==> src/rtl/sdram_arb_pkg.sv <==
`default_nettype none
// ============================================================================
// Module   : sdram_arb_pkg
// Brief    : Shared FSM state, owner encoding and watchdog default for the
//            two-port SDRAM arbiter.
// Revision : 1.0 - initial release
// ============================================================================
package sdram_arb_pkg;

    typedef enum logic [1:0] {
        ST_IDLE    = 2'd0,
        ST_GRANT_I = 2'd1,
        ST_GRANT_D = 2'd2,
        ST_RESP    = 2'd3
    } arb_state_t;

    typedef enum logic {
        OWN_I = 1'b0,
        OWN_D = 1'b1
    } owner_t;

    localparam int c_default_timeout = 255;

endpackage
`default_nettype wire

==> src/rtl/sdram_port_arbiter.sv <==
`default_nettype none
// ============================================================================
// Module   : sdram_port_arbiter
// Brief    : Round-robin arbiter sharing one SDRAM controller port between the
//            fetch and data paths, with a watchdog that aborts hung transfers.
// Revision : 1.0 - initial release
// ============================================================================
module sdram_port_arbiter
    import sdram_arb_pkg::*;
#(
    parameter int ADDR_W  = 32,
    parameter int DATA_W  = 32,
    parameter int TIMEOUT = c_default_timeout
) (
    input  logic                clk,
    input  logic                rst_n,
    input  logic                i_req,
    input  logic [ADDR_W-1:0]   i_addr,
    output logic [DATA_W-1:0]   i_rdata,
    output logic                i_ack,
    input  logic                d_req,
    input  logic                d_we,
    input  logic [ADDR_W-1:0]   d_addr,
    input  logic [DATA_W-1:0]   d_wdata,
    input  logic [DATA_W/8-1:0] d_mask,
    output logic [DATA_W-1:0]   d_rdata,
    output logic                d_ack,
    output logic                err,
    output logic                sd_req,
    output logic                sd_we,
    output logic [ADDR_W-1:0]   sd_addr,
    output logic [DATA_W-1:0]   sd_wdata,
    output logic [DATA_W/8-1:0] sd_mask,
    input  logic [DATA_W-1:0]   sd_rdata,
    input  logic                sd_ack
);

    localparam int c_mask_w = DATA_W / 8;
    localparam int c_wd_w   = $clog2(TIMEOUT + 1);
    localparam logic [c_wd_w-1:0] c_wd_last = c_wd_w'(TIMEOUT - 1);
    localparam logic [c_wd_w-1:0] c_wd_max  = c_wd_w'(TIMEOUT);
    localparam logic [c_wd_w-1:0] c_wd_one  = c_wd_w'(1);

    arb_state_t           r_state;
    owner_t               r_last_grant;
    logic [c_wd_w-1:0]    r_wdog;
    logic                 r_i_ack;
    logic                 r_d_ack;
    logic                 r_err;
    logic [DATA_W-1:0]    r_i_rdata;
    logic [DATA_W-1:0]    r_d_rdata;
    logic                 r_sd_req;
    logic                 r_sd_we;
    logic [ADDR_W-1:0]    r_sd_addr;
    logic [DATA_W-1:0]    r_sd_wdata;
    logic [c_mask_w-1:0]  r_sd_mask;

    logic                 w_pick_d;

    // Data wins when alone, or under contention when fetch was served last.
    assign w_pick_d = d_req && (!i_req || (r_last_grant == OWN_I));

    always_ff @(posedge clk or negedge rst_n) begin
        if (!rst_n) begin
            r_state      <= ST_IDLE;
            r_last_grant <= OWN_I;
            r_wdog       <= '0;
            r_i_ack      <= 1'b0;
            r_d_ack      <= 1'b0;
            r_err        <= 1'b0;
            r_i_rdata    <= '0;
            r_d_rdata    <= '0;
            r_sd_req     <= 1'b0;
            r_sd_we      <= 1'b0;
            r_sd_addr    <= '0;
            r_sd_wdata   <= '0;
            r_sd_mask    <= '0;
        end else begin
            case (r_state)
                ST_IDLE: begin
                    r_wdog <= '0;
                    if (w_pick_d) begin
                        r_state      <= ST_GRANT_D;
                        r_last_grant <= OWN_D;
                        r_sd_req     <= 1'b1;
                        r_sd_we      <= d_we;
                        r_sd_addr    <= d_addr;
                        r_sd_wdata   <= d_wdata;
                        r_sd_mask    <= d_mask;
                    end else if (i_req) begin
                        r_state      <= ST_GRANT_I;
                        r_last_grant <= OWN_I;
                        r_sd_req     <= 1'b1;
                        r_sd_we      <= 1'b0;
                        r_sd_addr    <= i_addr;
                        r_sd_wdata   <= '0;
                        r_sd_mask    <= '1;
                    end
                end
                ST_GRANT_I, ST_GRANT_D: begin
                    if (sd_ack) begin
                        r_state  <= ST_RESP;
                        r_sd_req <= 1'b0;
                        r_err    <= 1'b0;
                        if (r_state == ST_GRANT_I) begin
                            r_i_ack   <= 1'b1;
                            r_i_rdata <= sd_rdata;
                        end else begin
                            r_d_ack   <= 1'b1;
                            r_d_rdata <= r_sd_we ? '0 : sd_rdata;
                        end
                    end else if (r_wdog == c_wd_last) begin
                        // Final allowed grant cycle elapsed without an ack.
                        r_state  <= ST_RESP;
                        r_sd_req <= 1'b0;
                        r_err    <= 1'b1;
                        r_wdog   <= c_wd_max;
                        if (r_state == ST_GRANT_I) begin
                            r_i_ack <= 1'b1;
                        end else begin
                            r_d_ack <= 1'b1;
                        end
                    end else if (r_wdog != c_wd_max) begin
                        r_wdog <= r_wdog + c_wd_one;
                    end
                end
                ST_RESP: begin
                    r_state   <= ST_IDLE;
                    r_wdog    <= '0;
                    r_i_ack   <= 1'b0;
                    r_d_ack   <= 1'b0;
                    r_err     <= 1'b0;
                    r_i_rdata <= '0;
                    r_d_rdata <= '0;
                end
                default: begin
                    r_state <= ST_IDLE;
                end
            endcase
        end
    end

    assign i_ack    = r_i_ack;
    assign d_ack    = r_d_ack;
    assign err      = r_err;
    assign i_rdata  = r_i_rdata;
    assign d_rdata  = r_d_rdata;
    assign sd_req   = r_sd_req;
    assign sd_we    = r_sd_we;
    assign sd_addr  = r_sd_addr;
    assign sd_wdata = r_sd_wdata;
    assign sd_mask  = r_sd_mask;

endmodule
`default_nettype wire

==> config.mk <==
export PLATFORM = sky130hd
export DESIGN_NAME = sdram_port_arbiter
export DESIGN_NICKNAME = d
export VERILOG_FILES = /design/src/rtl/sdram_arb_pkg.sv /design/src/rtl/sdram_port_arbiter.sv
export SDC_FILE = /design/constraint.sdc
export NUM_CORES = 1
export LEC_CHECK = 0
export ABC_CLOCK_PERIOD_IN_PS = 4470
export CAP_MARGIN = 20
export CELL_PAD_IN_SITES_DETAIL_PLACEMENT = 2
export CELL_PAD_IN_SITES_GLOBAL_PLACEMENT = 2
export CORE_MARGIN = 2
export CORE_UTILIZATION = 28
export CTS_CLUSTER_SIZE = 25
export DETAILED_ROUTE_END_ITERATION = 8
export PLACE_DENSITY = 0.95
export REMOVE_ABC_BUFFERS = 1
export SETUP_SLACK_MARGIN = 0.3
export SYNTH_ARGS = -nofsm -noshare
export SYNTH_HDL_FRONTEND = slang
export SYNTH_SLANG_ARGS = --single-unit
==> constraint.sdc <==
create_clock -name clk -period 4.47 [get_ports clk]
set_input_delay 1.341 -clock clk [delete_from_list [all_inputs] [get_ports clk]]
set_output_delay 1.341 -clock clk [all_outputs]
set_load 0.05 [all_outputs]
* Word-level counts from Yosys, hierarchy flattened
Index checks and enable logic that the tools add are counted.
** Word-level totals
- Flip-flop bits (word level) :: 148
- Latch bits :: 0
- Bits in writable memories :: 0
- Memory bits (read-only) :: 0
- Input port bits :: 138
- Output and inout bits :: 137
- Logic and storage cells :: 84
- Memories :: 0
** Operators by class
- Add/sub/neg operators :: 1
- $mul :: 0
- Div/mod/pow operators :: 0
- $lt $le $gt $ge :: 0
- Equal/unequal tests :: 12
- Shifts and indexed selects :: 0
- Mux-type cells :: 41
- Bitwise gates (word level) :: 1
- Reductions and logical operators :: 16
** Operator list (number)
- 32-bit 2-to-1 mux :: 9
- 32-bit case mux with 2 select lines :: 2
- 8-bit 2-to-1 mux :: 3
- 8-bit case mux with 2 select lines :: 1
- 1-bit 2-to-1 mux :: 15
- 3-bit != test, second input constant :: 3
- 3-bit AND reduction :: 3
- 8-bit by 1-bit adder with 8-bit output, second input constant :: 1
- 8-bit equality test, second input constant :: 1
- 2-bit 2-to-1 mux :: 4
- 4-bit 2-to-1 mux :: 2
- 2-bit != test, second input constant :: 4
- 8-bit != test, second input constant :: 1
- 1-bit case mux with 2 select lines :: 4
- 2-bit AND reduction :: 4
- 2-bit case mux with 3 select lines :: 1
- 2-bit nonzero test :: 3
- 2-bit equality test, second input constant :: 2
- 2-bit OR reduction :: 2
- 2-bit by 1-bit equality test with 1-bit output, second input constant :: 1
- 2-bit logical NOT :: 1
- 1-bit logical AND :: 1
- 1-bit logical NOT :: 1
- 1-bit logical OR :: 1
- 1-bit NOT :: 1

* Logic depth before layout (Yosys ltp)
Gate-level depths: netlist of run 1.
- Word-level depth :: 5
- Mapped depth :: 8
- Gate-level depth less buffers :: 6

* Least setup slack after synthesis of run 1
Ideal clock, no wire load.
- Kind :: input to register
- Start :: in d_req
- End :: reg r_sd_wdata[10], in the netlist sd_wdata[10]
- Library setup time :: 0.121 ns
- Data arrival time :: 2.212 ns
- Data required time :: 4.349 ns
- Setup slack :: 2.137 ns
- Cell stages on the path :: 6
- Buffers on the path :: 3
- Cell sequence :: a21boi_1 buf_2 and2_1 buf_2 buf_4 a22o_1
** On the way
- Word-level cells in the longest chain between the ends :: 3
- Elaborated cells between the ends (all ways) :: 4
- Classes of those cells :: mux: 1; reduce/logical: 3
** RTL lines
- start: declaration :: RTL line sdram_port_arbiter.sv:21 : input logic d_req,
- 1-bit logical AND * :: RTL line sdram_port_arbiter.sv:61 : assign w_pick_d = d_req && (!i_req || (r_last_grant == OWN_I));
- 2-bit nonzero test (no line)
- 2-bit AND reduction (no line)
- end signal: assignment :: RTL line sdram_port_arbiter.sv:88 : r_sd_wdata <= d_wdata;
- end: declaration :: RTL line sdram_port_arbiter.sv:55 : logic [DATA_W-1:0] r_sd_wdata;
Mark *: on every way between the ends. The rest lies on a longest branch, timed or not.
A chain may end at the register's enable or synchronous reset.

* Worst setup path in the final report of run 1
- Start :: reg r_sd_wdata[5], in the netlist sd_wdata[5]
- End :: out sd_wdata[5]
** RTL lines
- end: declaration :: RTL line sdram_port_arbiter.sv:32 : output logic [DATA_W-1:0] sd_wdata,
No word-level cell between the ends.

==> results of run 1 <==
logic make-up after synthesis:
group           after synthesis  synth area share, %
flops                       148                 57.9
simple gates                149                 10.2
fa+ha+maj                     7                 1.37
mux                          64                 10.7
buf+inv                      57                 4.35
compound gates              137                 15.5
power by group:
part,switching [mW],internal (mW)
logic,3.23,1.69
clock network,0.699,0.753
registers,0.350,1.90
total,4.28,4.34
sequential cells by signal, summed over array words and instances, names as in the netlist, 2 cells and up, named ones only:
signal and count:
sd_mask 4, r_wdog 8, sd_wdata 32, i_rdata 32, d_rdata 32, r_state 2, sd_addr 32
worst min-delay path by stage:
stage,startpoint,to,slack (ns),cells after the start
2_1_floorplan,r_last_grant,r_last_grant,0.45,2
3_3_place_gp,d_rdata[0],d_rdata[0],0.46,2
3_5_place_dp,d_rdata[0],d_rdata[0],0.47,2
4_1_cts,sd_addr[25],sd_addr[25],0.49,2
5_1_grt,d_rdata[26],d_rdata[26],0.50,2
6_report,sd_addr[25],sd_addr[25],0.49,2
area by class of cell:
class,instances,area (um^2)
inverter,19,71.3
fill,2293,12500
clock inverter,15,158
timing repair buffer,284,2840
sequential,148,3700
multi-input combinational,357,2440
tap,285,357
clock buffer,17,425
layer usage:
layer  wire, um  vias to the layer above
met4        274                        0
met5          0                        -
li1           -                     2490
met3       1750                       19
met1       9190                     2750
met2      12000                      214
placed cells by master (no fill, tap or decap), types with 2 or more instances in the layout:
| cell | n |
|---|---|
| clkdlybuf4s50_1 | 273 |
| dfrtp_1 | 148 |
| nand2_1 | 95 |
| o21ai_0 | 64 |
| a22o_1 | 36 |
| mux2_2 | 32 |
| mux2i_1 | 32 |
| nor2b_1 | 23 |
| inv_1 | 19 |
| nor2_1 | 17 |
| clkbuf_16 | 17 |
| buf_4 | 8 |
| o41ai_2 | 7 |
| ha_1 | 6 |
| inv_8 | 6 |
| o41ai_1 | 5 |
| inv_6 | 5 |
| o22a_1 | 4 |
| nand4_1 | 3 |
| a32o_1 | 3 |
| a21oi_1 | 3 |
| o31ai_1 | 3 |
| nand3_1 | 2 |
| nand2b_1 | 2 |
| and4_1 | 2 |
| a2bb2oi_1 | 2 |
| o22ai_1 | 2 |
| o311a_1 | 2 |
| a21o_1 | 2 |
| clkinv_8 | 2 |
| buf_12 | 2 |
==> summary.md, run 1 <==
| Metric | Value |
|---|---|
| Most common cell in the netlist | dfrtp_1 |
| Largest net degree at the start of global routing | between 70 and 80 |
| Placed Cells | approximately 1100 |
| Prevailing post-synth register cell | dfrtp_1 |
| Worst R2R Start | r_state[0] |
| Count of final setup violators | 0 |
| CP startpoint | sd_wdata[5] |
| Async SR Flop Fraction | 100% |
| GR Util met3 | between 6 and 7% |
| Worst Setup EP | sd_wdata[5] |
| Clock-pin slew on the worst setup and hold paths | roughly 0.070 ns |
| Setup Slack @ Placement | about 1.1 ns |
| Crit-path slowest cell | clkdlybuf4s50_1 |
| Critical Path RT | 3.13 ns |
| Post-CTS setup buffers | 0 |
| Vias/cell | between 4 and 5 |
| Final Util | 44.4% |
| Die ar. | 24000 um^2 |
| # port buffers | around 270 |
| Post-synth top cells | dfrtp_1 (148), nand2_1 (95), o21ai_0 (64) |
| Initial core utilization | between 20% and 30% |
| Max-Cap Viols | 0 |
| Final TNS setup | 0 ns |
| First-pass GRT wire length | about 36000 um |
| Final worst setup slack | roughly 1.5 ns |
| Syn Inst Count | between 500 and 600 |
| RSZ-0062 raised after global routing | no |
| Vias in the first global route | approximately 6300 |
| Pre-Repair DR Iteration Count | 4 |
| Post-synth EDFFs | 0 |
| Num Clock Sinks | 148 |
| Clk root buf | clkbuf_16 |
| CTS Buf Count | 17 |
| All-Layer GR Usage | roughly 20% |
| Synthesis-to-layout area growth | 56.5% |
| Final Max Slew Viols | 0 |
| Crit-path max FO | 2 |
| Fin. Hold Viols | 0 |
| Row cnt | 55 |
| Final Skew | about 0.016 ns |
| Status | complete, no violations |
| Number of diodes | 0 |
| Post-CTS resize count | 0 |
| CTS tree | built |
| Routed wire length | 23200 um |
| Actual slew at the worst max-slew pin | around 0.74 ns |
| Worst IR Drop VDD | approximately 0.3 mV |
| DR WL/cell | slightly above 20 um |
| Arr. time, crit path | 1.66 ns |
| Post-DP HPWL | roughly 17000 um |
| Reg2reg path depth | 6 |
| Cell taking the most area after synthesis | dfrtp_1 |
| Worst hold path type | reg2reg |
| Period utilisation layout | between 60% and 70% |
| Critical path class | reg2out |
| Dpl cell area | around 9400 um^2 |
| Syn Area/Cell | 11.4 um^2 |
| DR vias | around 5500 |
| Flop2flop setup slack | about 1.9 ns |
| CP Launch Type | register |
| Sequential fraction of the synthesis area | between 50 and 60% |
| Crit path cell chain | clkdlybuf4s50_1 |
| Cell Area, Synth | 6390 um^2 |
| Final net count | ~970 |
| 1st-iter DRT viols | ~130 |
| Routed Antenna Nets | 0 |
| # IOs | between 200 and 300 |
| Worst relative slew slack | about 50% |
| CP delay by family, top | buffers and inverters |
| Peak Freq | about 0.33 GHz |
| GP Congestion | ~0.75 |
| Die X | around 160 um |
| Top cells by area, synth | dfrtp_1 (58%), mux2_2 (5.6%), nand2_1 (5.6%), mux2i_1 (5.0%), o21ai_0 (5.0%) |
| Non-Filler Instances | around 1100 |
| Ys Warns | 0 |
| # H-tree levels | 4 |
| LEAKAGE | between 4 and 5 nW |
| Number of cells on the critical path | 1 |
| Met2 Use GR | approximately a third |
| DRC | 0 |
| CP Capture Type | output port |
| Final hold slack | around 0.49 ns |
| Die height | 155 um |
| FF+latch count, synth | between 100 and 150 |
| Met1 track utilization from global routing | between 20% and 30% |
| Netlist cell types | 37 |
| Fin area | around 10000 um^2 |
| Max Root-Sink Buffers | 2 |
| RR Endpoint | d_rdata[2] |
| GR peak layer | met2 |
| WP buf/inv | 1 |
| PwrDens | between 800 and 900 nW/um^2 |
| Core Region | between 20000 and 25000 um^2 |
| Number of antenna violations at the first check in global routing | 0 |
| Period minus WS final | around 3.0 ns |
| Final Power | 8.62 mW |
| Clock Latency Late Sink | about 0.42 ns |
| Worst path max stage delay | 0.86 ns |
| Synth top area share | between 50% and 60% |
| Hold Buf Count CTS | 0 |
| Grt ovf | 0 |
| Fraction of layout cells with a size suffix above 1 | 10.4% |
(Power assumes the default switching activity.)
==> inputs of run 2 (changes only) <==
--- a/config.mk
+++ b/config.mk
@@ -5,15 +5,15 @@
 export SDC_FILE = /design/constraint.sdc
 export NUM_CORES = 1
 export LEC_CHECK = 0
-export ABC_CLOCK_PERIOD_IN_PS = 4470
+export ABC_CLOCK_PERIOD_IN_PS = 2800
 export CAP_MARGIN = 20
 export CELL_PAD_IN_SITES_DETAIL_PLACEMENT = 2
 export CELL_PAD_IN_SITES_GLOBAL_PLACEMENT = 2
 export CORE_MARGIN = 2
-export CORE_UTILIZATION = 28
+export CORE_UTILIZATION = 26
 export CTS_CLUSTER_SIZE = 25
 export DETAILED_ROUTE_END_ITERATION = 8
-export PLACE_DENSITY = 0.95
+export PLACE_DENSITY = 0.92
 export REMOVE_ABC_BUFFERS = 1
 export SETUP_SLACK_MARGIN = 0.3
 export SYNTH_ARGS = -nofsm -noshare
==> constraint.sdc (replaced) <==
create_clock -name clk -period 2.8 [get_ports clk]
set_input_delay 0.84 -clock clk [delete_from_list [all_inputs] [get_ports clk]]
set_output_delay 0.84 -clock clk [all_outputs]
set_load 0.05 [all_outputs]
==> summary.md, run 2 (synthesis results as in run 1) <==
| Metric | Value |
|---|---|
| Count of final setup violators | 0 |
| Vias/cell | between 4 and 5 |
| Post-CTS setup buffers | 0 |
| PwrDens | roughly 1400 nW/um^2 |
| Die ar. | around 26000 um^2 |
| 1st-iter DRT viols | 192 |
| RSZ-0062 raised after global routing | no |
| Status | complete, no violations |
| Worst R2R Start | r_state[0] |
| Actual slew at the worst max-slew pin | roughly 0.66 ns |
| CP startpoint | i_rdata[31] |
| Period minus WS final | roughly 2.5 ns |
| Die X | 161 um |
| Worst path max stage delay | 0.84 ns |
| Num Clock Sinks | 148 |
| Most common cell after layout, fill and taps aside | clkdlybuf4s50_1 |
| Flop2flop setup slack | 0.58 ns |
| CP Launch Type | register |
| DRC | 0 |
| Worst IR Drop VDD | ~0.54 mV |
| Power Internal | between 7 and 8 mW |
| # port buffers | 274 |
| Clock Latency Late Sink | 0.42 ns |
| Final Power | ~14 mW |
| Routed Antenna Nets | 0 |
| Critical Path RT | roughly 2 ns |
| CP Capture Type | output port |
| Reg2reg path depth | 5 |
| Max Root-Sink Buffers | 2 |
| Fin. Hold Viols | 0 |
| Final Skew | between 0.015 and 0.02 ns |
| Switching power | ~6.7 mW |
| Number of antenna violations at the first check in global routing | 1 |
| Fraction of layout cells with a size suffix above 1 | 11.1% |
| Initial core utilization | between 20% and 30% |
| Crit-path slowest cell | clkdlybuf4s50_1 |
| WP buf/inv | 1 |
| Grt ovf | 0 |
| Core Region | 24200 um^2 |
| Pre-Repair DR Iteration Count | 4 |
| Switching share of total power | 48.8% |
| Routed wire length | 23700 um |
| Row cnt | 57 |
| Crit-path max FO | 2 |
| Clock-pin slew on the worst setup and hold paths | 0.07 ns |
| All-Layer GR Usage | 18.5% |
| Period utilisation layout | between 80% and 90% |
| Peak Freq | between 0.4 and 0.5 GHz |
| Final Util | a little over two fifths |
| # IOs | roughly 280 |
| Synthesis-to-layout area growth | 59.6% |
| Final Max Slew Viols | 0 |
| Max-Cap Viols | 0 |
| Critical path class | reg2out |
| DR WL/cell | between 20 and 25 um |
| Combinational fraction of design power | between 50% and 60% |
| Highest-count cells in the layout ignoring fill and taps | clkdlybuf4s50_1 (242), dfrtp_1 (148), nand2_1 (95), o21ai_0 (64), a22o_1 (36) |
| CTS Buf Count | 17 |
| # H-tree levels | 4 |
| RR Endpoint | d_rdata[0] |
| GP Congestion | slightly below 0.8 |
| Arr. time, crit path | between 1.5 and 2 ns |
| Fillers | approximately 2500 |
| Final net count | roughly 980 |
| Vias in the first global route | between 6000 and 7000 |
| First-pass GRT wire length | around 37000 um |
| CTS tree | built |
| Die height | 161 um |
| Clk root buf | clkbuf_16 |
| CP delay by family, top | buffers and inverters |
| Worst relative slew slack | between 50% and 60% |
| Worst hold path type | in2async |
| LEAKAGE | approximately 4.8 nW |
| Crit path cell chain | clkdlybuf4s50_1 |
| Sequential power share | between 20% and 30% |
| Largest net degree at the start of global routing | 90 |
| Clock share of power | approximately 17% |
| DR vias | around 5500 |
| Post-DP HPWL | between 15000 and 20000 um |
run 2: timing repair:
action	in CTS	in global routing
resized for setup	7	23
gates cloned	0	0
hold buffers	0	0
setup endpoints to repair	7	23
run 2: routing by layer:
layer / global-route usage [%] / wire, um
met2: 34.5 / 12700
met5: 0 / 0
met1: 20.6 / 9250
met4: 3.94 / 191
met3: 5.71 / 1600
run 2: final cells by class:
type	instances	area [um^2]	area share (%)
diodes	1	2.50	0.0245
repair buffers	290	3000	29.4
well taps	324	405	3.97
clock inverters	14	139	1.36
flip-flops and latches	148	3700	36.3
multi-input cells	357	2440	24.0
inverters	19	71.3	0.699
clock buffers	18	439	4.30
run 2: power groups by stage:
stage,logic [mW],clock network [mW],registers [mW]
floorplan,2.15,0,6.36
global placement,7.77,0,3.53
detailed placement,8.07,0,3.62
CTS,8.06,2.37,3.60
global route,8.43,2.45,3.69
finish,7.94,2.29,3.57
run 2: per-stage QoR:
stage / hold slack, ns / worst slack (ns) / instances / setup TNS (ns) / instance area (um^2)
floorplan: 0.447 / -1.60 / 524 / -109.33 / 6180
global route: 0.431 / 0.300 / 1170 / 0 / 10200
global placement: 0.460 / 0.339 / 1138 / 0 / 9570
detailed placement: 0.471 / 0.176 / 1138 / 0 / 9570
finish: 0.401 / 0.340 / 1171 / 0 / 10200
CTS: 0.418 / 0.301 / 1170 / 0 / 10100
run 2: how the worst max path moves through the flow:
| stage | depth (start not counted) | end |
|---|---|---|
| detailed placement | 5 | sd_addr[25] |
| global route | 1 | i_rdata[25] |
| finish | 1 | i_rdata[31] |
| CTS | 1 | d_rdata[11] |
| floorplan | 3 | r_state[1] |
| global placement | 5 | d_rdata[1] |
